File: src/rtl/uart_cmd_slv.sv
`timescale 1ns/1ps
`default_nettype none
// ============================================================================
// Module   : uart_cmd_slv
// Purpose  : Host UART command link slave. Assembles 3-byte 8N1 commands from
//            RX into a 24-bit word with cmd_rdy, and serialises 1-byte
//            responses onto TX. Full duplex, RX and TX independent.
// Revision : 1.0 - initial release
// ============================================================================
module uart_cmd_slv #(
  parameter logic [15:0] BAUD_DIV = 16'd2604,
  parameter logic [7:0]  GAP_BITS = 8'd20
) (
  input  logic        clk,
  input  logic        rst_n,
  input  logic        RX,
  output logic        TX,
  output logic [23:0] cmd,
  output logic        cmd_rdy,
  input  logic        clr_cmd_rdy,
  output logic        frm_err,
  input  logic [7:0]  resp,
  input  logic        send_resp,
  output logic        resp_sent,
  output logic        tx_busy
);

  localparam logic [15:0] C_BAUD_M1 = BAUD_DIV - 16'd1;
  localparam logic [15:0] C_HALF_M1 = (BAUD_DIV >> 1) - 16'd1;
  localparam logic [23:0] C_GAP_M1  = ({16'd0, GAP_BITS} * {8'd0, BAUD_DIV}) - 24'd1;

  typedef enum logic [1:0] {RX_IDLE, RX_START, RX_DATA, RX_STOP} rx_state_e;
  typedef enum logic       {TX_IDLE, TX_RUN} tx_state_e;

  // ---------------- receive side ----------------
  logic        rx_s1_q, rx_s2_q, rx_prev_q;
  rx_state_e   rx_state_q, rx_state_d;
  logic [15:0] rx_cnt_q, rx_cnt_d;
  logic [2:0]  rx_bit_q, rx_bit_d;
  logic [7:0]  rx_sh_q, rx_sh_d;
  logic [1:0]  byte_cnt_q, byte_cnt_d;
  logic [23:0] cmd_q, cmd_d;
  logic        cmd_rdy_q, cmd_rdy_d;
  logic        frm_err_q, frm_err_d;
  logic [23:0] gap_q, gap_d;

  // ---------------- transmit side ----------------
  tx_state_e   tx_state_q, tx_state_d;
  logic [15:0] tx_cnt_q, tx_cnt_d;
  logic [3:0]  tx_bit_q, tx_bit_d;
  logic [8:0]  tx_sh_q, tx_sh_d;
  logic        tx_q, tx_d;
  logic        resp_sent_q, resp_sent_d;

  // Synchronise RX into the clock domain and keep one more stage for edge detect
  always_ff @(posedge clk or negedge rst_n) begin
    if (!rst_n) begin
      rx_s1_q   <= 1'b1;
      rx_s2_q   <= 1'b1;
      rx_prev_q <= 1'b1;
    end else begin
      rx_s1_q   <= RX;
      rx_s2_q   <= rx_s1_q;
      rx_prev_q <= rx_s2_q;
    end
  end

  // Receive state and command assembly registers
  always_ff @(posedge clk or negedge rst_n) begin
    if (!rst_n) begin
      rx_state_q <= RX_IDLE;
      rx_cnt_q   <= 16'd0;
      rx_bit_q   <= 3'd0;
      rx_sh_q    <= 8'd0;
      byte_cnt_q <= 2'd0;
      cmd_q      <= 24'd0;
      cmd_rdy_q  <= 1'b0;
      frm_err_q  <= 1'b0;
      gap_q      <= 24'd0;
    end else begin
      rx_state_q <= rx_state_d;
      rx_cnt_q   <= rx_cnt_d;
      rx_bit_q   <= rx_bit_d;
      rx_sh_q    <= rx_sh_d;
      byte_cnt_q <= byte_cnt_d;
      cmd_q      <= cmd_d;
      cmd_rdy_q  <= cmd_rdy_d;
      frm_err_q  <= frm_err_d;
      gap_q      <= gap_d;
    end
  end

  // Receive next-state: bit timing, byte storage, cmd_rdy and partial-command timeout
  always_comb begin
    rx_state_d = rx_state_q;
    rx_cnt_d   = rx_cnt_q;
    rx_bit_d   = rx_bit_q;
    rx_sh_d    = rx_sh_q;
    byte_cnt_d = byte_cnt_q;
    cmd_d      = cmd_q;
    cmd_rdy_d  = cmd_rdy_q;
    frm_err_d  = 1'b0;
    gap_d      = 24'd0;

    // A clear is overridden below when the third byte lands in the same cycle
    if (clr_cmd_rdy) cmd_rdy_d = 1'b0;

    case (rx_state_q)
      RX_IDLE: begin
        if (rx_prev_q && !rx_s2_q) begin
          rx_state_d = RX_START;
          rx_cnt_d   = 16'd0;
        end
      end
      RX_START: begin
        if (rx_cnt_q == C_HALF_M1) begin
          rx_cnt_d   = 16'd0;
          rx_bit_d   = 3'd0;
          rx_state_d = rx_s2_q ? RX_IDLE : RX_DATA;
        end else begin
          rx_cnt_d = rx_cnt_q + 16'd1;
        end
      end
      RX_DATA: begin
        if (rx_cnt_q == C_BAUD_M1) begin
          rx_cnt_d = 16'd0;
          rx_sh_d  = {rx_s2_q, rx_sh_q[7:1]};
          if (rx_bit_q == 3'd7) rx_state_d = RX_STOP;
          else                  rx_bit_d   = rx_bit_q + 3'd1;
        end else begin
          rx_cnt_d = rx_cnt_q + 16'd1;
        end
      end
      RX_STOP: begin
        if (rx_cnt_q == C_BAUD_M1) begin
          rx_cnt_d   = 16'd0;
          rx_state_d = RX_IDLE;
          if (rx_s2_q) begin
            case (byte_cnt_q)
              2'd0: begin
                cmd_d[23:16] = rx_sh_q;
                cmd_rdy_d    = 1'b0;
                byte_cnt_d   = 2'd1;
              end
              2'd1: begin
                cmd_d[15:8] = rx_sh_q;
                byte_cnt_d  = 2'd2;
              end
              default: begin
                cmd_d[7:0] = rx_sh_q;
                cmd_rdy_d  = 1'b1;
                byte_cnt_d = 2'd0;
              end
            endcase
          end else begin
            frm_err_d  = 1'b1;
            byte_cnt_d = 2'd0;
          end
        end else begin
          rx_cnt_d = rx_cnt_q + 16'd1;
        end
      end
      default: rx_state_d = RX_IDLE;
    endcase

    // Idle line with a partial command pending: drop it after the gap time
    if ((rx_state_q == RX_IDLE) && rx_s2_q && (byte_cnt_q != 2'd0)) begin
      if (gap_q == C_GAP_M1) byte_cnt_d = 2'd0;
      else                   gap_d      = gap_q + 24'd1;
    end
  end

  // Transmit state and shift registers
  always_ff @(posedge clk or negedge rst_n) begin
    if (!rst_n) begin
      tx_state_q  <= TX_IDLE;
      tx_cnt_q    <= 16'd0;
      tx_bit_q    <= 4'd0;
      tx_sh_q     <= 9'h1FF;
      tx_q        <= 1'b1;
      resp_sent_q <= 1'b0;
    end else begin
      tx_state_q  <= tx_state_d;
      tx_cnt_q    <= tx_cnt_d;
      tx_bit_q    <= tx_bit_d;
      tx_sh_q     <= tx_sh_d;
      tx_q        <= tx_d;
      resp_sent_q <= resp_sent_d;
    end
  end

  // Transmit next-state: start bit on acceptance, then data LSB first and the stop bit
  always_comb begin
    tx_state_d  = tx_state_q;
    tx_cnt_d    = tx_cnt_q;
    tx_bit_d    = tx_bit_q;
    tx_sh_d     = tx_sh_q;
    tx_d        = tx_q;
    resp_sent_d = resp_sent_q;

    case (tx_state_q)
      TX_IDLE: begin
        if (send_resp) begin
          tx_state_d  = TX_RUN;
          tx_sh_d     = {1'b1, resp};
          tx_d        = 1'b0;
          tx_cnt_d    = 16'd0;
          tx_bit_d    = 4'd0;
          resp_sent_d = 1'b0;
        end
      end
      TX_RUN: begin
        if (tx_cnt_q == C_BAUD_M1) begin
          tx_cnt_d = 16'd0;
          if (tx_bit_q == 4'd9) begin
            tx_state_d  = TX_IDLE;
            tx_d        = 1'b1;
            resp_sent_d = 1'b1;
          end else begin
            tx_d     = tx_sh_q[0];
            tx_sh_d  = {1'b1, tx_sh_q[8:1]};
            tx_bit_d = tx_bit_q + 4'd1;
          end
        end else begin
          tx_cnt_d = tx_cnt_q + 16'd1;
        end
      end
      default: tx_state_d = TX_IDLE;
    endcase
  end

  assign TX        = tx_q;
  assign tx_busy   = (tx_state_q == TX_RUN);
  assign resp_sent = resp_sent_q;
  assign cmd       = cmd_q;
  assign cmd_rdy   = cmd_rdy_q;
  assign frm_err   = frm_err_q;

endmodule
`default_nettype wire

File: config.mk
export PLATFORM = sky130hd
export DESIGN_NAME = uart_cmd_slv
export DESIGN_NICKNAME = d
export VERILOG_FILES = /design/src/rtl/uart_cmd_slv.sv
export SDC_FILE = /design/constraint.sdc
export NUM_CORES = 1
export LEC_CHECK = 0
export CAP_MARGIN = 10
export CORE_MARGIN = 10
export CORE_UTILIZATION = 59
export CTS_CLUSTER_SIZE = 30
export DETAILED_ROUTE_END_ITERATION = 8
export GPL_ROUTABILITY_DRIVEN = 0
export GPL_TIMING_DRIVEN = 0
export PLACE_DENSITY_LB_ADDON = 0.2
export SYNTH_ARGS = -nofsm -noshare
export SYNTH_HDL_FRONTEND = slang
export SYNTH_SLANG_ARGS = --single-unit
export TNS_END_PERCENT = 1
File: constraint.sdc
create_clock -name clk -period 2.8 [get_ports clk]
set_input_delay 0.7 -clock clk [delete_from_list [all_inputs] [get_ports clk]]
set_output_delay 0.7 -clock clk [all_outputs]
set_load 0.1 [all_outputs]
==> run metrics, run 1 <==
status completed; H-tree levels 4; asr flop ratio synth 100%; GR Util All Layers 18.4%; largest net degree at the start of global routing 66; Worst path slowest cell clkdlybuf4s50_1; IO Count 42; CTS tree done; clock power share 47.4%; crit path kind reg -> out; M3 GR Usage 4.94%; Min-Delay Path Class in -> async; Seq/Total Area, Yosys 51.4%; Synth Area in XOR/XNOR 4.51%; die height 118 um; Max-slew headroom 28.8%; RSZ-0062 raised after global routing no; Switch Pwr 1.21 mW; TritonCTS Buffers 17; Initial Util 60.6%; switching portion of total power 25.2%; setup_tns 0 ns; CP arrival 2.04 ns; Tcrit/Tclk final 98.0%; # nets final 604; core area 9280 um^2; Mapped Cells 520; initial antenna violation count 0; Worst Path Required 2.10 ns; Power Total 4.79 mW; fin util 73.9%; total routed wirelength 12300 um; final critical-path required period 2.74 ns; GRT Residual Overflow 0; n_diodes 0; GR Util met2 30.5%; share of layout cells above drive strength 1 18.3%; pwr dens 699 nW/um^2; DRT iter0 DRCs 342; FF+latch count, synth 115; hold_buf cts 0; clock skew 0.0122 ns; clock sinks 115; LEAKAGE 3.01 nW; via/cell ratio 5.95; Port Buf Inserts 41; Die W 118 um; worst skew pair latency 0.52 ns; Top Usage Layer GRT met2; CP Cell Sequence clkdlybuf4s50_1; area added between synthesis and finish 21.9%; worst-case vdd ir drop 0.558 mV; Pre-Repair DR Iteration Count 4; Max Cap Viol 0; DR WL/cell 16.9 um; die area 13800 um^2; Simple-Gate Fraction of Synth Area 20.2%; internal power 3.58 mW; synthesized net count 542; Setup crit end kind output pin; startpoint types flop; Synth Area in Compound Gates 11.0%; clk buf depth 2; Post-CTS Setup Bufs 0; post-DP HPWL 7990 um; Flop pwr share 41.6%; Max Fclk 0.364 GHz; met1 Use GR 22.2%; final setup vio count 0; CP peak stage delay 1.15 ns; Top FF cell, synth dfrtp_1; first-pass GRT wire length 21400 um; Comb power frac 11.0%; max-slew violations 0; buffers and inverters on the worst path 1; yosys warns 0; DR DRC count 0; vias in the first global route 4404; final hold vios 0; largest family of logic cells by synthesized area simple AND/OR/NAND/NOR gates; EDFF count, synth 0; post-route ant nets 0; CTS root buffer clkbuf_8; adder-cell area share of the yosys netlist 2.00%; CP max FO 2; FP Rows 35; post-synthesis mux area share 8.00%; Synth cell types 60; Cell Area, Synth 5630 um^2; clk slew on worst S/H paths 0.05 ns; Crit path max-delay family buffers and inverters; slew of the pin with the lowest slew margin 1.06 ns; syn avg cell area 10.8 um^2; via count 4311
-- worst paths after layout --
check | cells past startpoint | slack [ns] | endpoint | start
min reg2reg | 0 | 0.35 | rx_s2_q | rx_s1_q
min | 1 | 0.22 | rx_cnt_q[9] | rst_n
max reg2reg | 6 | 0.47 | gap_q[9] | rx_s2_q
max | 1 | 0.06 | cmd[15] | cmd[15]
max in group asynchronous | 2 | 1.81 | tx_sh_q[3] | rst_n
min in group clk | 0 | 0.35 | rx_s2_q | rx_s1_q
-- cell type report --
| cell class | instances | area [um^2] |
|---|---|---|
| Multi-Input combinational cell | 372 | 2570 |
| Timing Repair Buffer | 43 | 440 |
| Inverter | 14 | 52.6 |
| Clock buffer | 23 | 477 |
| Clock inverter | 9 | 151 |
| Sequential cell | 115 | 2890 |
| Fill cell | 637 | 2430 |
| Buffer | 19 | 111 |
| Tap cell | 129 | 161 |
-- routing by layer --
metal,vias to the layer above,wire length (um)
met1,2169,5220
met2,97,6280
met4,0,201
met5,-,0
li1,2023,-
met3,22,553
-- cells in the mapped netlist, types with 4 or more instances --
master	count	share of area, %
a21oi_1	14	1.2
a22o_1	6	0.93
a31oi_1	12	1.3
and3_1	10	1.1
buf_2	8	0.71
buf_6	4	0.80
clkbuf_1	7	0.47
dfrtp_1	103	46
dfstp_2	12	5.6
ha_1	9	2.0
inv_1	14	0.93
mux2_2	24	4.8
mux2_4	8	2.1
mux2i_1	6	1.1
nand2_1	40	2.7
nand2b_1	5	0.56
nand3_1	29	2.6
nand4_1	19	2.1
nor2_1	49	3.3
nor3_1	4	0.36
nor4_1	8	0.89
o21a_1	6	0.80
o21ai_0	33	2.9
o22a_1	5	0.78
o31ai_1	7	0.93
xnor2_1	9	1.4
xor2_1	20	3.1
-- state kept, by name (all words and copies together) (netlist names), 2 cells and up, named ones only --
signal	count
cmd	24
gap_q	24
rx_cnt_q	16
tx_cnt_q	16
rx_sh_q	8
tx_sh_q	8
tx_bit_q	4
rx_bit_q	3
byte_cnt_q	2
-- metrics by stage --
step / std cells / setup slack [ns] / hold slack [ns] / instance area (um^2)
floorplan: 520 / 0.675 / 0.345 / 5630
global placement: 690 / -3.27 / 0.346 / 6200
detailed placement: 691 / 0.355 / 0.349 / 6220
CTS: 723 / 0.0205 / 0.229 / 6850
global route: 724 / 0.00171 / 0.261 / 6860
finish: 724 / 0.0553 / 0.217 / 6860
-- power groups by stage --
stage | Clock [mW] | Combinational, mW | Sequential (mW)
finish | 2.27 | 0.528 | 1.99
global route | 2.38 | 0.593 | 2.02
CTS | 2.30 | 0.530 | 1.99
detailed placement | 0 | 0.526 | 2.01
global placement | 0 | 0.494 | 2.00
floorplan | 0 | 0.377 | 1.98
-- logic make-up (layout without fill, tap and decap cells) --
kind of cell,count (synthesis),in the layout
AOI/OAI and AO/OA,96,96
xor gates and xnor gates,29,29
adders and majority gates,9,9
buffers and inverters,33,108
DFF,115,115
muxes,38,38
and+or+nand+nor,200,200
-- worst reg2reg max path, cell delays in order (launching register included) --
cell	delay, ns
dfstp_2	0.53
buf_2	0.18
inv_1	0.10
nor4_1	0.87
nand2b_2	0.23
buf_6	0.21
nor2_1	0.12
-- cells in the final DEF, fill, tap and decap left out, types with 3 or more instances in the layout --
master and count:
dfrtp_1 103, nor2_1 49, nand2_1 40, clkdlybuf4s50_1 38, o21ai_0 33, nand3_1 29
mux2_2 24, xor2_1 20, nand4_1 19, clkbuf_16 16, inv_1 14, a21oi_1 14
dfstp_2 12, a31oi_1 12, and3_1 10, clkbuf_1 9, xnor2_1 9, ha_1 9
buf_2 8, nor4_1 8, mux2_4 8, o31ai_1 7, o21a_1 6, mux2i_1 6
a22o_1 6, o22a_1 5, nand2b_1 5, clkbuf_8 5, buf_6 4, nor3_1 4
bufinv_16 4, and4bb_2 3, or2_2 3, nand3_2 3, and2_1 3, and4_1 3
clkinv_2 3
-- repair_timing --
action / in CTS / in global routing
endpoints found under the setup margin: 2 / 0
resized for setup: 2 / 0
hold endpoints to repair: 0 / 0
(Power assumes the default switching activity.)
==> inputs of run 2 (changes only) <==
CORE_UTILIZATION = 63   (was 59)
clock period = 3.4 ns   (was 2.8 ns; I/O delays follow)
==> run metrics, run 2 (same netlist as run 1, synthesis figures left out) <==
IO Count 42 (unchanged); switching portion of total power 27.5% (+2.3 points); core area 8720 um^2 (-6.1%); Max-slew headroom 16.9% (-12 points); fin util 77.5% (+3.6 points); CP Cell Sequence clkdlybuf4s50_1; hold_buf cts 0 (unchanged); CP peak stage delay 1.13 ns (-0.02 ns); die area 13100 um^2 (-5.3%); Die W 115 um (-2.7%); die height 115 um (-2.7%); final setup vio count 0 (unchanged); pwr dens 555 nW/um^2 (-21%); CP max FO 3 (+1); share of layout cells above drive strength 1 18.5% (+0.17 points); pre-CTS WS 0.792 ns (+0.437 ns); startpoint types flop; Reg area 2890 um^2 (unchanged); clock power share 44.8% (-2.6 points); DRT iter0 DRCs 205 (-40%); Initial Util 64.5% (+3.9 points); initial antenna violation count 0 (unchanged); vias in the first global route 4193 (-4.8%); H-tree levels 4 (unchanged); Crit path max-delay family buffers and inverters; Tcrit/Tclk final 89.4%; Post-CTS Setup Bufs 0 (unchanged); CP arrival 2.19 ns (+0.15 ns); clock sinks 115 (unchanged); buffers and inverters on the worst path 1 (unchanged); commonest non-fill, non-tap cell in the layout dfrtp_1; post-route ant nets 0 (unchanged); multi-input logic area 2570 um^2 (unchanged); RSZ-0062 raised after global routing no; Comb power frac 11.5% (+0.5 points); clock skew 0.00614 ns (-0.00602 ns); worst setup margin 0.362 ns (+0.306 ns); Max Cap Viol 0 (unchanged); LEAKAGE 2.98 nW (-1.3%); Max Fclk 0.329 GHz; via/cell ratio 6.11 (+2.7%); crit path kind reg -> out; slew of the pin with the lowest slew margin 1.24 ns (+0.178 ns); clk slew on worst S/H paths 0.06 ns (about the same); clk buf depth 2 (unchanged); status completed; area added between synthesis and finish 20.1%; Pre-Repair DR Iteration Count 4 (unchanged); DR DRC count 0 (unchanged); DR WL/cell 17.8 um (+4.9%); CTS tree done; FILL cells 533 (-16%); Worst path slowest cell clkdlybuf4s50_1; n_diodes 0 (unchanged); post-DP HPWL 7960 um (-0.38%); GR Util All Layers 19.6% (+1.2 points); Switch Pwr 1.03 mW (-15%); Port Buf Inserts 41 (unchanged); # resized after CTS 0 (-2); final hold vios 0 (unchanged); # nets final 604 (unchanged); Worst Path Required 2.55 ns (+0.45 ns); via count 4297 (-0.32%); TritonCTS Buffers 17 (unchanged); first-pass GRT wire length 20900 um (-2.2%); Flop pwr share 43.7% (+2.1 points); GRT Residual Overflow 0 (unchanged); worst skew pair latency 0.52 ns (about the same); Setup crit end kind output pin; internal power 2.72 mW (-24%); max-slew violations 0 (unchanged); commonest cells after routing, fill and taps aside 103 x dfrtp_1, 49 x nor2_1, 40 x nand2_1, 40 x clkdlybuf4s50_1, 33 x o21ai_0; largest net degree at the start of global routing 63 (-4.5%); Power Total 3.75 mW (-22%); FP Rows 34 (-2.9%); CTS root buffer clkbuf_8; Min-Delay Path Class reg -> reg; final critical-path required period 3.04 ns; total routed wirelength 12500 um (+1.9%); worst-case vdd ir drop 0.328 mV (-41%)
[run 2: cell types whose count changed in the layout (fill, tap and decap cells not counted), moves of 2 or more]
| cell | delta |
|---|---|
| dlygate4sd2_1 | -2 |
| clkinvlp_4 | +2 |
| clkbuf_8 | -4 |
| clkdlybuf4s50_1 | +2 |
| bufinv_16 | -2 |
| clkinv_2 | +3 |
[run 2: worst reg2reg max path: cells and delay by family (launching register included)]
family | cells | cell delay, ns
flops | 1 | 0.53
buf+inv | 3 | 0.52
simple gates | 3 | 1.37
[run 2: area by class of cell]
type / count / area share (%)
multi-input cells: 372 / 38.0
well taps: 108 / 2.00
repair buffers: 43 / 6.51
inverters: 14 / 0.777
flip-flops and latches: 115 / 42.8
clock buffers: 18 / 6.18
plain buffers: 19 / 1.65
clock inverters: 14 / 2.05
[run 2: per-stage QoR]
step	hold slack, ns	TNS [ns]	std cells	instance area (um^2)
3_5_place_dp	0.359	0	670	6200
2_1_floorplan	0.345	0	520	5630
5_1_grt	0.365	0	703	6760
3_3_place_gp	0.354	-298.35	669	6170
6_report	0.364	0	703	6760
4_1_cts	0.363	0	702	6760
[run 2: per-layer routing]
metal  vias to the layer above  share of wire [%]  GRT usage, %
met5                         -                  0             0
met4                         0                1.0          6.68
met3                        11                5.5          5.40
met2                       116                 52          32.3
met1                      2155                 42          24.3
li1                       2015                  -             -
[run 2: final timing paths]
path                       startpoint  cells after the start           to  slack [ns]
max in group asynchronous       rst_n                      2   tx_sh_q[7]        2.24
min                           rx_s1_q                      0      rx_s2_q        0.36
min in group asynchronous       rst_n                      1  rx_cnt_q[7]        0.37
max                                TX                      1           TX        0.36
min reg2reg                   rx_s1_q                      0      rx_s2_q        0.36
max reg2reg                   rx_s2_q                      6    gap_q[14]        0.90
[run 2: power groups by stage]
stage / registers [mW] / clock network (mW) / logic, mW
floorplan: 1.63 / 0 / 0.310
global placement: 1.65 / 0 / 0.405
detailed placement: 1.66 / 0 / 0.426
CTS: 1.63 / 1.70 / 0.436
global route: 1.66 / 1.76 / 0.486
finish: 1.64 / 1.68 / 0.432
